## src/rtl/pwm_fade_controller.sv

```systemverilog
// PWM duty-cycle fader: ramps duty_out toward target_duty in clamped steps paced by a prescaler.
// Optional done pulse is built only when PWM_FADE_DONE_EN is defined; otherwise done is tied low.
module pwm_fade_controller #(
  parameter int STEP_W = 4
) (
  input  logic              clk,
  input  logic              rst_n,
  input  logic [7:0]        target_duty,
  input  logic [STEP_W-1:0] step_size,
  input  logic [7:0]        tick_div,
  input  logic              fade_en,
  output logic [7:0]        duty_out,
  output logic              busy,
  output logic              done
);

  typedef enum logic [1:0] {
    IDLE = 2'd0,
    UP   = 2'd1,
    DOWN = 2'd2
  } state_e;

  state_e      state_q, state_d;
  logic [7:0]  duty_q, duty_d;
  logic [7:0]  pcnt_q, pcnt_d;

  logic              tick_s;
  logic [7:0]        step_s;
  logic [8:0]        up_sum_s;
  logic signed [8:0] dn_diff_s;
  logic [7:0]        up_val_s;
  logic [7:0]        dn_val_s;
  logic [7:0]        ramp_val_s;

  // A zero step would stall the ramp forever, so it is promoted to 1.
  assign step_s     = (step_size == '0) ? 8'd1 : 8'(step_size);
  assign tick_s     = (pcnt_q >= tick_div);
  assign up_sum_s   = {1'b0, duty_q} + {1'b0, step_s};
  assign dn_diff_s  = $signed({1'b0, duty_q}) - $signed({1'b0, step_s});
  assign up_val_s   = (up_sum_s > {1'b0, target_duty}) ? target_duty : up_sum_s[7:0];
  assign dn_val_s   = (dn_diff_s < $signed({1'b0, target_duty})) ? target_duty : dn_diff_s[7:0];
  assign ramp_val_s = (state_q == UP) ? up_val_s : dn_val_s;

  // Next-state, duty and prescaler logic; pcnt defaults to 0 so every state change restarts it.
  always_comb begin
    state_d = state_q;
    duty_d  = duty_q;
    pcnt_d  = 8'd0;
    case (state_q)
      IDLE: begin
        if (!fade_en) begin
          duty_d = target_duty;
        end else if (target_duty > duty_q) begin
          state_d = UP;
        end else if (target_duty < duty_q) begin
          state_d = DOWN;
        end else begin
          state_d = IDLE;
        end
      end
      UP, DOWN: begin
        if (!fade_en) begin
          duty_d  = target_duty;
          state_d = IDLE;
        end else if (target_duty == duty_q) begin
          state_d = IDLE;
        end else if ((state_q == UP) && (target_duty < duty_q)) begin
          state_d = DOWN;
        end else if ((state_q == DOWN) && (target_duty > duty_q)) begin
          state_d = UP;
        end else if (tick_s) begin
          duty_d  = ramp_val_s;
          state_d = (ramp_val_s == target_duty) ? IDLE : state_q;
        end else begin
          pcnt_d = pcnt_q + 8'd1;
        end
      end
      default: begin
        state_d = IDLE;
        duty_d  = duty_q;
      end
    endcase
  end

  // State, duty and prescaler registers.
  always_ff @(posedge clk) begin
    if (!rst_n) begin
      state_q <= IDLE;
      duty_q  <= 8'd0;
      pcnt_q  <= 8'd0;
    end else begin
      state_q <= state_d;
      duty_q  <= duty_d;
      pcnt_q  <= pcnt_d;
    end
  end

  assign duty_out = duty_q;
  assign busy     = (state_q != IDLE);

`ifdef PWM_FADE_DONE_EN
  logic done_q, done_d;

  // Leaving a ramp state with fade_en still high only happens on reaching the target.
  assign done_d = (state_q != IDLE) && (state_d == IDLE) && fade_en;

  // Done pulse register, aligned with the final duty value.
  always_ff @(posedge clk) begin
    if (!rst_n) begin
      done_q <= 1'b0;
    end else begin
      done_q <= done_d;
    end
  end

  assign done = done_q;
`else
  assign done = 1'b0;
`endif

endmodule

```

## config.mk

```make
export PLATFORM = sky130hd
export DESIGN_NAME = pwm_fade_controller
export DESIGN_NICKNAME = d
export VERILOG_FILES = /design/src/rtl/pwm_fade_controller.sv
export SDC_FILE = /design/constraint.sdc
export NUM_CORES = 1
export LEC_CHECK = 0
export CORE_MARGIN = 2
export CORE_UTILIZATION = 40
export DETAILED_ROUTE_END_ITERATION = 10
export SYNTH_ARGS = -nofsm -noshare
export SYNTH_HDL_FRONTEND = slang
export SYNTH_SLANG_ARGS = --single-unit
```

## constraint.sdc

```tcl
create_clock -name clk -period 13.6 [get_ports clk]
set_clock_uncertainty 0.1 [all_clocks]
set_input_delay 2.72 -clock clk [delete_from_list [all_inputs] [get_ports clk]]
set_output_delay 2.72 -clock clk [all_outputs]
set_load 0.03 [all_outputs]
```

==> results.yml <==
floorplanning:
  rows: 29
  io_pins: 33
  die-area_mm2: 0.007036
  initial_core_util_pct: 40.66
  core_area_mm2: 0.006277
  die_w_um: 83.88
  die_height_um: 83.88
setup_path:
  cp_max_fo: 5
  crit_path_end_kind: "flop"
  crit_type: "in2reg"
  critPathArrivalTime_ns: 7.20
  cp.required_ns: 13.69
  r2r_start: "duty_out[0]"
  cp-startpoint: "step_size[1]"
  startpoint_type: "input port"
grt:
  grt_max_degree: 14
  grt_overflow: 0
  antenna_found_initial: 0
  grt_pass1_wl_um: 11720
  grt.total_usage_pct: 20.40
  grt_pass1_vias: 2370
logic_synthesis:
  async_reset_ff_share_pct: 0
  synth.net_count: 391
  synth-edff-count: 0
  ys_warn_count: 0
  synth_top_cell_by_area: "ha_1"
  avgSynthCellArea_um2: 7.927
  synth-seq-area-share_pct: 14.12
  syn_inst: 322
  syn_area_mm2: 0.002552
  synth_seq_cells: 18
  synth_area_leaders: "ha_1 22%, dfxtp_1 14%, xnor2_1 6.9%, inv_1 6.0%, a21oi_1 4.1%"
  synthFlopType: "dfxtp_1"
  synth_cell_types: 60
  yosysTopAreaCellShare_pct: 21.57
sta:
  timing.fmax_mhz: 140.5
  rsz0062_at_grt: "false"
  worst_pin_slew_ns: 0.8259
  fin_crit_sh_pct: 52.33
  hold_viol_final: 0
  holdWs_ns: 0.4088
  slew_headroom_pct: 44.94
  fin_crit_ns: 7.117
  setup_tns_ns: 0
  final-max-slew-violation-count: 0
  finalSetupViolCount: 0
clocking:
  h-tree-depth: 1
  clock_latency_ns: 0.25
  max-clock-path-buffers: 2
  hold_buffers: 0
  cts_tree: "yes"
  clkSlewWorstSetupHoldPaths_ns: 0.07
  cts_setup_buffers: 0
  clock-sinks: 18
  ctsRootBufferMaster: "clkbuf_8"
  cts_resized: 0
  numCtsBuffers: 3
power_and_ir_drop:
  leakagePower_uw: 0.001312
  power_density_mw_per_mm2: 206.7
  ir_drop_mv: 0.07637
route:
  antenna_left: 0
  first_pass_iters: 5
  drc: 0
  first_iter_violations: 226
  via_per_inst: 5.738
  postRouteWirelength_um: 7072
  post_drt_wl_per_cell_um: 16.68
  vias: 2433
cells_and_area:
  seqCellArea_um2: 360.3
  area.growth.synth_to_final_pct: 15.39
  final_area_mm2: 0.002945
  multi_input_area_mm2: 0.001979
  fill_cells: 639
  diodes: 0
  drive_gt1_share_pct: 4.899
  nets: 418
placement:
  numPortBuffers: 31
  routabilityCongestion: 0.9242
  hpwl_um: 5849
  postPlaceCellArea_mm2: 0.002904
hold_path:
  hold_class: "reg2reg"
  worstHoldStart: "state_q[0]"
job:
  drv_cap: 0
run_status:
  outcome: "completed"
==> area by class of cell <==
cell class	count	share of cell area, %
clock buffers	3	1.402
inverters	42	5.353
multi-input cells	253	67.20
flip-flops and latches	18	12.23
well taps	77	3.271
repair buffers	31	10.54
==> kinds of logic (layout without fill, tap and decap cells) <==
family	after synthesis	after routing	synth area share, %
buf+inv	51	76	8.333
fa+ha+maj	46	46	23.14
compound gates	84	84	24.12
mux	4	4	1.618
flops	18	18	14.12
xor+xnor	32	32	11.81
other cells	1	1	0.1469
simple gates	86	86	16.72
==> synthesized netlist by cell type (2+ instances only) <==
| cell | n |
|---|---|
| a2111oi_0 | 2 |
| a211o_1 | 2 |
| a211oi_1 | 5 |
| a21o_1 | 5 |
| a21oi_1 | 21 |
| a221oi_1 | 3 |
| a2bb2oi_1 | 2 |
| a31oi_1 | 3 |
| and3_1 | 6 |
| and4_1 | 2 |
| buf_2 | 2 |
| buf_6 | 2 |
| clkbuf_1 | 3 |
| dfxtp_1 | 18 |
| fa_1 | 2 |
| ha_1 | 44 |
| inv_1 | 41 |
| mux2i_1 | 3 |
| nand2_1 | 18 |
| nand2b_1 | 6 |
| nand3_1 | 12 |
| nand4_1 | 3 |
| nor2_1 | 25 |
| nor2_2 | 2 |
| nor2b_1 | 2 |
| nor3_1 | 4 |
| o2111ai_1 | 2 |
| o211ai_1 | 5 |
| o21a_1 | 3 |
| o21ai_0 | 9 |
| o221ai_1 | 5 |
| o311ai_0 | 2 |
| o31ai_1 | 2 |
| o32a_1 | 2 |
| xnor2_1 | 20 |
| xor2_1 | 10 |
==> state kept, by name (all words and copies together) (netlist names) <==
signal,cells
duty_out,8
pcnt_q,8
state_q,2
==> per-layer routing <==
metal	wire length [um]	track usage, %	up-vias	share of wire, %
met5	0	0	-	0
met4	165	6.452	0	2.3
met3	399	2.374	15	5.6
met2	3270	33.60	94	46
met1	3237	27.80	1126	46
li1	-	-	1198	-
==> power by group <==
group          internal, uW  switching, uW
logic                   205            277
registers              65.2           23.8
clock network          19.7           18.2
==> final timing paths <==
kind           endpoint  slack [ns]  cells after the start
max reg2reg  state_q[0]        9.31                     17
max          state_q[0]        6.48                     19
min          state_q[0]        0.41                      2
min reg2reg  state_q[0]        0.41                      2
==> critical path, cell delays in order <==
cell             delay (ns)
clkdlybuf4s50_1        0.47
inv_1                  0.16
a31o_2                 0.18
ha_1                   0.15
inv_1                  0.05
fa_1                   0.42
a21o_1                 0.21
a2111oi_0              0.49
xnor2_1                0.27
inv_1                  0.08
ha_1                   0.29
a21o_1                 0.18
a221oi_1               0.40
a21bo_4                0.22
nor2_2                 0.07
a22oi_1                0.23
nor2_1                 0.09
o32ai_2                0.29
mux2i_1                0.22
==> stage by stage <==
stage	instances	util, %	setup WS [ns]	total power, uW
finish	424	46.92	6.483	608.8
global route	424	46.92	6.125	664.8
CTS	424	46.92	6.491	606.0
detailed placement	421	46.26	6.244	566.0
global placement	421	46.26	6.345	567.5
floorplan	322	-	7.111	449.3
==> cell usage in the layout (no fill, tap or decap), drive strengths merged, types with 6 or more instances in the layout <==
| cell type | n |
|---|---|
| inv | 42 |
| nor2 | 27 |
| o21ai | 9 |
| xnor2 | 21 |
| nand2 | 18 |
| ha | 44 |
| clkdlybuf4s50 | 31 |
| dfxtp | 18 |
| nand2b | 6 |
| nand3 | 12 |
| a21oi | 21 |
| and3 | 6 |
| xor2 | 10 |
No activity file was read; power rests on OpenSTA's default activity.
